`config.mk`:
```
export PLATFORM = sky130hd
export DESIGN_NAME = spi_master_n_flat
export DESIGN_NICKNAME = d
export VERILOG_FILES = /design/src/rtl/spi_master_n_pkg.sv /design/src/rtl/spi_master_n_if.sv /design/src/rtl/spi_master_n_tick_gen.sv /design/src/rtl/spi_master_n.sv /design/src/flat_wrapper.sv
export SDC_FILE = /design/constraint.sdc
export NUM_CORES = 1
export LEC_CHECK = 0
export ABC_CLOCK_PERIOD_IN_PS = 3100
export BUFFER_PORTS_ARGS = -buffer_cell sky130_fd_sc_hd__buf_2
export CELL_PAD_IN_SITES_DETAIL_PLACEMENT = 1
export CELL_PAD_IN_SITES_GLOBAL_PLACEMENT = 1
export CORE_UTILIZATION = 40
export DETAILED_ROUTE_END_ITERATION = 16
export PLACE_DENSITY_LB_ADDON = 0.12
export RECOVER_POWER = 50
export SYNTH_ARGS = -nofsm -noshare
export SYNTH_HDL_FRONTEND = slang
export SYNTH_HIERARCHICAL = 1
export SYNTH_SLANG_ARGS = --single-unit
```
`constraint.sdc`:
```
create_clock -name clock -period 3.1 [get_ports clock]
set_input_delay 0 -clock clock [delete_from_list [all_inputs] [get_ports clock]]
set_output_delay 0 -clock clock [all_outputs]
set_load 0.1 [all_outputs]
```
`src/rtl/spi_master_n_pkg.sv`:
```
// Shared types and helpers for the multi-device SPI master.
package spi_master_n_pkg;

    typedef enum logic [1:0] {
        IDLE  = 2'd0,
        SETUP = 2'd1,
        SHIFT = 2'd2,
        HOLD  = 2'd3
    } spi_state_e;

    typedef struct packed {
        logic cpol;
        logic cpha;
    } spi_mode_t;

    // Chip-select index width; a single device still gets one bit.
    function automatic int unsigned csw_of(input int unsigned ncs);
        return (ncs > 1) ? $clog2(ncs) : 1;
    endfunction

endpackage

```
`src/rtl/spi_master_n_if.sv`:
```
// Host-side request/response bundle of the SPI master.
interface spi_master_n_if import spi_master_n_pkg::*; #(
    parameter int unsigned NCS   = 2,
    parameter int unsigned WIDTH = 16,
    parameter int unsigned DIVW  = 4
);
    localparam int unsigned CSW = csw_of(NCS);

    logic             wvalid;
    logic [WIDTH-1:0] wdata;
    logic [CSW-1:0]   wcs;
    logic [DIVW-1:0]  div;
    logic             cpol;
    logic             cpha;
    logic             busy;
    logic             rvalid;
    logic [WIDTH-1:0] rdata;
    logic             ovr;

    modport master (
        output wvalid, wdata, wcs, div, cpol, cpha,
        input  busy, rvalid, rdata, ovr
    );

    modport slave (
        input  wvalid, wdata, wcs, div, cpol, cpha,
        output busy, rvalid, rdata, ovr
    );

endinterface

```
`src/rtl/spi_master_n_tick_gen.sv`:
```
// Half-period tick: down-counter reloaded with div on every tick.
module spi_tick_gen #(
    parameter int unsigned DIVW = 4
) (
    input  logic            clock,
    input  logic            reset_n,
    input  logic            load,
    input  logic            en,
    input  logic [DIVW-1:0] div,
    output logic            tick_c
);

    logic [DIVW-1:0] cnt_q;

    always_ff @(posedge clock or negedge reset_n) begin
        if (!reset_n) begin
            cnt_q <= '0;
        end else if (load) begin
            cnt_q <= div;
        end else if (en) begin
            cnt_q <= (cnt_q == '0) ? div : cnt_q - DIVW'(1);
        end
    end

    assign tick_c = en && (cnt_q == '0);

endmodule

```
`src/rtl/spi_master_n.sv`:
```
// SPI master for NCS devices on a shared SCK/MOSI pair with per-device MISO;
// runtime divider and CPOL/CPHA, busy/rvalid handshake and overrun pulse.
module spi_master_n import spi_master_n_pkg::*; #(
    parameter int unsigned NCS   = 2,
    parameter int unsigned WIDTH = 16,
    parameter int unsigned DIVW  = 4
) (
    input  logic           clock,
    input  logic           reset_n,
    spi_master_n_if.slave  host,
    output logic           sck,
    output logic           mosi,
    output logic [NCS-1:0] cs,
    input  logic [NCS-1:0] miso
);

    localparam int unsigned CSW = csw_of(NCS);
    localparam int unsigned ECW = $clog2(2 * WIDTH);

    spi_state_e       state_q, state_d;
    logic             pend_q, pend_d;
    logic [WIDTH-1:0] tx_q, tx_d;
    logic [WIDTH-1:0] rx_q, rx_d;
    logic [ECW-1:0]   ecnt_q, ecnt_d;
    logic [CSW-1:0]   wcs_q, wcs_d;
    logic [DIVW-1:0]  div_q, div_d;
    spi_mode_t        mode_q, mode_d;
    logic             sck_q, sck_d;
    logic             mosi_q, mosi_d;
    logic [NCS-1:0]   cs_q, cs_d;
    logic             busy_q, busy_d;
    logic             rvalid_q, rvalid_d;
    logic             ovr_q, ovr_d;
    logic [WIDTH-1:0] rdata_q, rdata_d;

    logic             load_c;
    logic             tick_c;
    logic             miso_bit_c;
    logic [NCS-1:0]   cs_sel_n_c;
    logic             sample_c;
    logic             shift_c;
    logic             last_c;

    spi_tick_gen #(.DIVW(DIVW)) u_tick (
        .clock   (clock),
        .reset_n (reset_n),
        .load    (load_c),
        .en      (state_q != IDLE),
        .div     (div_q),
        .tick_c  (tick_c)
    );

    // Decode the latched index; an out-of-range index selects nothing and reads 0.
    always_comb begin
        miso_bit_c = 1'b0;
        cs_sel_n_c = '1;
        for (int unsigned i = 0; i < NCS; i++) begin
            if (wcs_q == CSW'(i)) begin
                miso_bit_c    = miso[i];
                cs_sel_n_c[i] = 1'b0;
            end
        end
    end

    // Even edge counts are leading edges; with cpha=1 the first leading edge keeps the MSB.
    assign sample_c = ~ecnt_q[0] ^ mode_q.cpha;
    assign shift_c  = ~sample_c & ~(mode_q.cpha & (ecnt_q == '0));
    assign last_c   = (ecnt_q == ECW'(2 * WIDTH - 1));

    always_comb begin
        state_d  = state_q;
        pend_d   = 1'b0;
        tx_d     = tx_q;
        rx_d     = rx_q;
        ecnt_d   = ecnt_q;
        wcs_d    = wcs_q;
        div_d    = div_q;
        mode_d   = mode_q;
        sck_d    = sck_q;
        mosi_d   = mosi_q;
        cs_d     = cs_q;
        busy_d   = busy_q;
        rvalid_d = 1'b0;
        ovr_d    = 1'b0;
        rdata_d  = rdata_q;
        load_c   = 1'b0;

        case (state_q)
            IDLE: begin
                if (pend_q) begin
                    sck_d   = mode_q.cpol;
                    cs_d    = cs_sel_n_c;
                    busy_d  = 1'b1;
                    mosi_d  = tx_q[WIDTH-1];
                    ecnt_d  = '0;
                    rx_d    = '0;
                    load_c  = 1'b1;
                    ovr_d   = host.wvalid;
                    state_d = SETUP;
                end else begin
                    sck_d = host.cpol;
                    if (host.wvalid) begin
                        pend_d = 1'b1;
                        tx_d   = host.wdata;
                        wcs_d  = host.wcs;
                        div_d  = host.div;
                        mode_d = '{cpol: host.cpol, cpha: host.cpha};
                    end
                end
            end

            SETUP: begin
                ovr_d = host.wvalid;
                if (tick_c) begin
                    state_d = SHIFT;
                end
            end

            SHIFT: begin
                ovr_d = host.wvalid;
                if (tick_c) begin
                    sck_d  = ~sck_q;
                    ecnt_d = ecnt_q + ECW'(1);
                    if (sample_c) begin
                        rx_d = {rx_q[WIDTH-2:0], miso_bit_c};
                    end
                    if (shift_c) begin
                        tx_d   = {tx_q[WIDTH-2:0], 1'b0};
                        mosi_d = tx_q[WIDTH-2];
                    end
                    if (last_c) begin
                        state_d = HOLD;
                    end
                end
            end

            HOLD: begin
                ovr_d = host.wvalid;
                if (tick_c) begin
                    cs_d     = '1;
                    busy_d   = 1'b0;
                    rdata_d  = rx_q;
                    rvalid_d = 1'b1;
                    state_d  = IDLE;
                end
            end

            default: state_d = IDLE;
        endcase
    end

    always_ff @(posedge clock or negedge reset_n) begin
        if (!reset_n) begin
            state_q  <= IDLE;
            pend_q   <= 1'b0;
            tx_q     <= '0;
            rx_q     <= '0;
            ecnt_q   <= '0;
            wcs_q    <= '0;
            div_q    <= '0;
            mode_q   <= '0;
            sck_q    <= 1'b0;
            mosi_q   <= 1'b0;
            cs_q     <= '1;
            busy_q   <= 1'b0;
            rvalid_q <= 1'b0;
            ovr_q    <= 1'b0;
            rdata_q  <= '0;
        end else begin
            state_q  <= state_d;
            pend_q   <= pend_d;
            tx_q     <= tx_d;
            rx_q     <= rx_d;
            ecnt_q   <= ecnt_d;
            wcs_q    <= wcs_d;
            div_q    <= div_d;
            mode_q   <= mode_d;
            sck_q    <= sck_d;
            mosi_q   <= mosi_d;
            cs_q     <= cs_d;
            busy_q   <= busy_d;
            rvalid_q <= rvalid_d;
            ovr_q    <= ovr_d;
            rdata_q  <= rdata_d;
        end
    end

    assign sck         = sck_q;
    assign mosi        = mosi_q;
    assign cs          = cs_q;
    assign host.busy   = busy_q;
    assign host.rvalid = rvalid_q;
    assign host.rdata  = rdata_q;
    assign host.ovr    = ovr_q;

endmodule

```
`src/flat_wrapper.sv`:
```
// flat-port wrapper written by rule: the top's interface ports become plain ports
module spi_master_n_flat import spi_master_n_pkg::*;
#(
    parameter int unsigned NCS   = 2,
    parameter int unsigned WIDTH = 16,
    parameter int unsigned DIVW  = 4
)
  (clock, reset_n, sck, mosi, cs, miso, host_wvalid, host_wdata, host_wcs, host_div, host_cpol, host_cpha, host_busy, host_rvalid, host_rdata, host_ovr);
  spi_master_n_if #(.NCS(NCS), .WIDTH(WIDTH), .DIVW(DIVW)) host_i ();
  input  logic clock;
  input  logic reset_n;
  output logic sck;
  output logic mosi;
  output logic [NCS-1:0] cs;
  input  logic [NCS-1:0] miso;
  input wire logic [$bits(host_i.wvalid)-1:0] host_wvalid;
  input wire logic [$bits(host_i.wdata)-1:0] host_wdata;
  input wire logic [$bits(host_i.wcs)-1:0] host_wcs;
  input wire logic [$bits(host_i.div)-1:0] host_div;
  input wire logic [$bits(host_i.cpol)-1:0] host_cpol;
  input wire logic [$bits(host_i.cpha)-1:0] host_cpha;
  output wire logic [$bits(host_i.busy)-1:0] host_busy;
  output wire logic [$bits(host_i.rvalid)-1:0] host_rvalid;
  output wire logic [$bits(host_i.rdata)-1:0] host_rdata;
  output wire logic [$bits(host_i.ovr)-1:0] host_ovr;
  assign host_i.wvalid = host_wvalid;
  assign host_i.wdata = host_wdata;
  assign host_i.wcs = host_wcs;
  assign host_i.div = host_div;
  assign host_i.cpol = host_cpol;
  assign host_i.cpha = host_cpha;
  assign host_busy = host_i.busy;
  assign host_rvalid = host_i.rvalid;
  assign host_rdata = host_i.rdata;
  assign host_ovr = host_i.ovr;
  spi_master_n #(.NCS(NCS), .WIDTH(WIDTH), .DIVW(DIVW)) u_core (.clock(clock), .reset_n(reset_n), .host(host_i), .sck(sck), .mosi(mosi), .cs(cs), .miso(miso));
endmodule
```
==> results.md, run 1 <==
- Crit start category: flip-flop
- Max Clk Rate: 0.403 GHz
- Sequential cell area: 0.00185 mm^2
- Final setup fails: 0
- Drt first pass iters: 4
- Synth cell types: 48
- Asr flop ratio synth: 1.00
- Worst Setup End Kind: flip-flop
- First-pass GRT wire length: 12300 um
- Pwr Total: 4.13 mW
- Synth warn: 6
- Clock share of power: 0.207
- Via count: 2508
- Area delta synth->final: 19.4%
- Max-cap violations: 1
- CTS Buf Count: 9
- Layout fillers: 934
- Final clock skew: 0.00951 ns
- Fraction of power spent switching nets: 0.397
- Post-CTS sizing: 0
- Dpl cells: 463
- Average cell area after synthesis: 11.1 um^2
- Syn nets: 353
- Diodes inserted: 0
- H-tree depth: 3
- Die Width: 95.6 um
- Root buffer cell: clkbuf_8
- CTS tree: yes
- Vias per cell: 5.12
- P_int: 2.49 mW
- Vias in the first global route: 2634
- Congestion Overflow GR: 0
- P per Cell Area: 988 mW/mm^2
- Mapped Area: 0.00350 mm^2
- Predominant post-synthesis flop cell: dfrtp_1
- CP required: 3.33 ns
- Period utilization: 0.800
- Synth Register Bits: 74
- EDFF count, synth: 0
- Tightest Pin Transition: 1.88 ns
- Data arrival, critical path: 2.70 ns
- CP Class: flip-flop to flip-flop
- IO Port Bufs: 50
- GP Congestion: 0.706
- Die area: 0.00914 mm^2
- GR Util All Layers: 0.178
- DR DRC count: 0
- Most frequent cells in the layout: dfrtp_1 (72), nand2_1 (40), mux2_2 (39), inv_1 (32), buf_2 (31)
- Die Height: 95.6 um
- Initial antenna violation count: 0
- Worst Path Max Fanout: 16
- Hold Buf Count CTS: 11
- Slew Limit Fails: 75
- Worst-path clk slew: 0.08 ns
- Share of layout cells above drive strength 1: 0.260
- HPWL Detailed: 4890 um
- ANT nets after route: 0
- RSZ-0062 raised after global routing: false
- VDD IR-drop max: 0.340 mV
- Post-route setup TNS: 0 ns
- I/O Pins: 51
- Part of the power in registers: 0.347
- Most common cell after layout, fill and taps aside: dfrtp_1
- Nets: 417
- Row count: 33
- Starting Density: 0.420
- TritonCTS Sinks: 74
- Logic gate share of total power: 0.446
- WL final: 7340 um
- Routed len/inst: 15.0 um
- Max transition margin: -0.253
- Run status: finished with violations
- Gate count of the mapped netlist: 316
- Core area: 0.00834 mm^2
- Hold WC Path Type: primary input to flip-flop
- First DRT Iteration DRCs: 66
- Sw Pwr: 1.64 mW
- Maximum buffer depth of the clock tree: 2
- Sequential fraction of the synthesis area: 0.529
- Post-CTS Setup Bufs: 0
- Violated checks: capacitance limit, slew limit
- Fin crit period: 2.48 ns
- Fin cells: 490
- Worst-skew pair later-pin latency: 0.34 ns
- Leakage: 1.89 nW
- Largest net degree at the start of global routing: 75
- Multi-input logic area: 0.00147 mm^2
- Final hold viol count: 0
## logic make-up after synthesis
logic type | count (synthesis) | synth area share
AOI/OAI and AO/OA | 50 | 0.0932
xor gates and xnor gates | 2 | 0.00500
adders and majority gates | 9 | 0.0321
buffers and inverters | 46 | 0.0553
DFF | 74 | 0.529
muxes | 58 | 0.180
and+or+nand+nor | 77 | 0.105
## power groups by stage
stage	Combinational [mW]	Clock (mW)	Sequential [mW]
final	1.84	0.856	1.44
after detailed placement	1.85	0	1.46
after global placement	1.81	0	1.44
after global routing	2.02	0.928	1.47
after floorplan	1.20	0	1.73
after CTS	1.88	0.886	1.44
## cells in the mapped netlist (2+ instances only)
master    number  area (um^2)
dfrtp_1       72         1800
nand2_1       40          150
mux2_2        39          439
inv_1         32          120
o21ai_0       27          135
mux2i_1       18          180
nor2_1        10         37.5
ha_1           9          113
nand3_1        9         45.0
clkbuf_1       8         30.0
a21oi_1        4         20.0
a22o_1         4         35.0
buf_6          2         22.5
dfstp_2        2         52.6
nand4_1        2         12.5
nor2b_1        2         12.5
nor3_1         2         10.0
nor4bb_1       2         20.0
o22ai_1        2         12.5
or4b_1         2         20.0
## per-stage QoR
| step | area, um^2 | setup WS, ns | hold slack, ns | util |
|---|---|---|---|---|
| after floorplan | 3500 | 0.157 | -0.296 | - |
| after global placement | 3870 | 0.770 | 0.214 | 0.464 |
| after detailed placement | 3870 | 0.697 | 0.221 | 0.464 |
| after CTS | 4210 | 0.635 | 0.00708 | 0.505 |
| after global routing | 4180 | 0.446 | 0.00740 | 0.502 |
| final | 4180 | 0.621 | 0.0183 | 0.502 |
## registers in the layout, summed over array words and instances (netlist names)
name	flops
u_core/host.rdata	16
u_core/rx_q	16
u_core/tx_q	16
u_core/ecnt_q	5
u_core/div_q	4
u_core/u_tick/cnt_q	4
u_core/cs	2
u_core/mode_q	2
u_core/state_q	2
u_core/host.busy	1
u_core/host.ovr	1
u_core/host.rvalid	1
u_core/mosi	1
u_core/pend_q	1
u_core/sck	1
u_core/wcs_q	1
## area by class of cell
type | count | share of cell area
Tap cell | 105 | 0.0314
Clock buffer | 12 | 0.0371
Clock inverter | 4 | 0.0176
Sequential cell | 74 | 0.443
Timing Repair Buffer | 67 | 0.0915
Inverter | 32 | 0.0287
Multi-Input combinational cell | 196 | 0.350
## worst max-delay path, cell delays in order (launching register included)
cell and delay (ns):
dfrtp_1 0.41, inv_1 0.12, ha_1 0.31, inv_1 0.10, nor4bb_2 0.27, buf_4 0.27
nand2_1 0.07, a211oi_1 0.44, mux2_2 0.39
## worst paths after layout
path	start	to	slack [ns]	cells after the start
max	u_core/state_q[0]	u_core/state_q[1]	0.62	8
min	host_wdata[5]	u_core/tx_q[5]	0.02	3
max reg2reg	u_core/state_q[0]	u_core/state_q[1]	0.62	8
min reg2reg	u_core/host.rdata[2]	u_core/host.rdata[2]	0.48	2
max in group asynchronous	reset_n	u_core/u_tick/cnt_q[2]	1.26	2
min in group asynchronous	reset_n	u_core/div_q[0]	0.69	2
## routing by layer
| layer | global-route usage | share of wire | up-vias | wire length, um |
|---|---|---|---|---|
| li1 | - | - | 1200 | - |
| met4 | 0.0697 | 0.015 | 0 | 112 |
| met3 | 0.0359 | 0.026 | 12 | 194 |
| met2 | 0.297 | 0.50 | 37 | 3640 |
| met5 | 0 | 0 | - | 0 |
| met1 | 0.226 | 0.46 | 1259 | 3380 |
Note: power is estimated with default switching activity, not from simulation.
==> inputs of run 2 (changes only) <==
ABC_AREA = 1   (was unset)
ABC_CLOCK_PERIOD_IN_PS = 2300   (was 3100)
CORE_UTILIZATION = 42   (was 40)
clock period = 2.3 ns   (was 3.1 ns; I/O delays follow)
==> results.md, run 2 <==
- Run status: finished with violations
- Violated checks: capacitance limit, slew limit
- CTS Buf Count: 9
- Post-route setup TNS: 0 ns
- Hold worst-path end: u_core/rx_q[0]
- Sw Pwr: 2.66 mW
- Hold Buf Count CTS: 24
- Final hold viol count: 0
- Fin crit period: 2.07 ns
- GR Util All Layers: 0.211
- First DRT Iteration DRCs: 89
- GP Congestion: 0.803
- RSZ-0062 raised after global routing: false
- Worst Path Max Fanout: 20
- Final core utilization: 0.529
- Post-CTS sizing: 0
- Data arrival, critical path: 2.29 ns
- Crit start category: flip-flop
- Die Height: 94.1 um
- Period utilization: 0.898
- I/O Pins: 51
- ANT nets after route: 0
- Fraction of power spent switching nets: 0.475
- Drt first pass iters: 4
- Layout fillers: 1023
- Leakage: 2.30 nW
- Worst Setup End Kind: flip-flop
- Part of the power in registers: 0.336
- Gate count of the mapped netlist: 439
- R2R setup slack: 0.23 ns
- Routed len/inst: 13.4 um
- Row count: 33
- Count leader, synth: nand2_1
- Most frequent cells in the layout: nand2_1 (210), dfrtp_1 (72), buf_2 (39), inv_1 (25)
- Hold WC Path Type: primary input to flip-flop
- Slew Limit Fails: 34
- Top-area cell type share of the netlist area: 0.506
- Sequential fraction of the synthesis area: 0.520
- Area delta synth->final: 22.0%
- WL final: 8430 um
- Predominant post-synthesis flop cell: dfrtp_1
- Worst-skew pair later-pin latency: 0.35 ns
- Asr flop ratio synth: 1.00
- Area leader, netlist: dfrtp_1
- Synth warn: 6
- P_int: 2.94 mW
- Hold Crit Depth: 3
- Diodes inserted: 0
- Crit path launch: u_core/state_q[0]
- Root buffer cell: clkbuf_8
- RR Endpoint: u_core/rx_q[0]
- DR DRC count: 0
- IO Port Bufs: 50
- Max-cap violations: 1
- Final clock skew: 0.0161 ns
- Logic gate share of total power: 0.480
- HP Start: miso[0]
- Vias in the first global route: 3102
- Worst R2R Start: u_core/state_q[0]
- Syn nets: 476
- Die Width: 94.1 um
- CTS tree: yes
- Vias per cell: 4.84
- Synth top cells by count: nand2_1 (210), dfrtp_1 (72), inv_1 (25)
- Max transition margin: -0.186
- First-pass GRT wire length: 14500 um
- TritonCTS Sinks: 74
- Max Clk Rate: 0.484 GHz
- Synth cell types: 30
- Tightest Pin Transition: 1.78 ns
- Pwr Total: 5.60 mW
- Largest net degree at the start of global routing: 42
- Average cell area after synthesis: 8.12 um^2
- Post-CTS Setup Bufs: 0
- Synth Register Bits: 74
- Core area: 0.00822 mm^2
- HPWL Detailed: 5800 um
- Worst reg-to-reg path cell count: 13
- CP Class: flip-flop to flip-flop
- Via count: 3047
- Die area: 0.00886 mm^2
- H-tree depth: 3
- CP required: 2.53 ns
- Starting Density: 0.434
- P per Cell Area: 1290 mW/mm^2
- Congestion Overflow GR: 0
- Worst-path clk slew: 0.08 ns
- Clock share of power: 0.184
- Share of layout cells above drive strength 1: 0.181
- Top cells by area, synth: dfrtp_1 (51%), nand2_1 (22%), nand3_1 (3.4%)
- Maximum buffer depth of the clock tree: 2
- Mapped Area: 0.00356 mm^2
- Most common cell after layout, fill and taps aside: nand2_1
- Nets: 557
- VDD IR-drop max: 0.618 mV
- Final setup fails: 0
- EDFF count, synth: 0
- Initial antenna violation count: 0
==> run 2: per-layer routing <==
metal	vias up	wire length, um	GRT usage
met5	-	0	0
met4	0	40	0.0538
met3	2	242	0.0477
met2	53	4140	0.360
met1	1471	4010	0.269
li1	1521	-	-
==> run 2: cell type report <==
type,count,area (um^2),area share
clock buffer,9,124,0.0285
sequential,74,1850,0.426
tap,105,131,0.0302
inverter,31,116,0.0268
clock inverter,7,76.3,0.0176
multi-input combinational,319,1480,0.340
timing repair buffer,85,566,0.130
==> run 2: cells by family after synthesis <==
kind of cell	Yosys count	share of synthesized area
AND/OR/NAND/NOR	267	0.309
AO/OA/AOI/OAI	43	0.0744
adder cells (fa/ha/maj)	9	0.0316
flip-flops	74	0.520
buffers and inverters	46	0.0643
==> run 2: how the worst max path moves through the flow <==
stage	depth (start not counted)	slack [ns]	endpoint
after detailed placement	13	0.25	u_core/rx_q[2]
after CTS	13	0.23	u_core/rx_q[0]
final	13	0.23	u_core/rx_q[0]
after global placement	13	0.35	u_core/rx_q[0]
after floorplan	14	0.43	u_core/tx_q[0]
after global routing	13	0.01	u_core/rx_q[1]
==> run 2: critical path, stage by stage, from the launching register on <==
cell	delay, ns
dfrtp_1	0.42
inv_1	0.10
ha_1	0.22
inv_1	0.08
inv_1	0.06
nor2_1	0.13
inv_1	0.08
nand2_2	0.09
nand2_2	0.09
nor2_4	0.15
o21ai_2	0.20
buf_12	0.21
nand2_1	0.07
o21ai_2	0.05
==> run 2: power by group through the flow <==
stage	Sequential, mW	Combinational [mW]	Clock [mW]
floorplan	2.23	1.77	0
global placement	1.89	2.61	0
detailed placement	1.91	2.69	0
CTS	1.88	2.73	1.07
global route	1.93	3.00	1.12
finish	1.88	2.69	1.03
==> run 2: per-stage QoR <==
step,std cells,area (um^2),hold WS (ns),setup WS (ns)
floorplan,439,3560,-0.296,0.429
global placement,590,3930,0.0823,0.346
detailed placement,590,3930,0.0811,0.248
CTS,630,4370,0.0155,0.235
global route,630,4350,0.0378,0.0112
finish,630,4350,0.0286,0.234
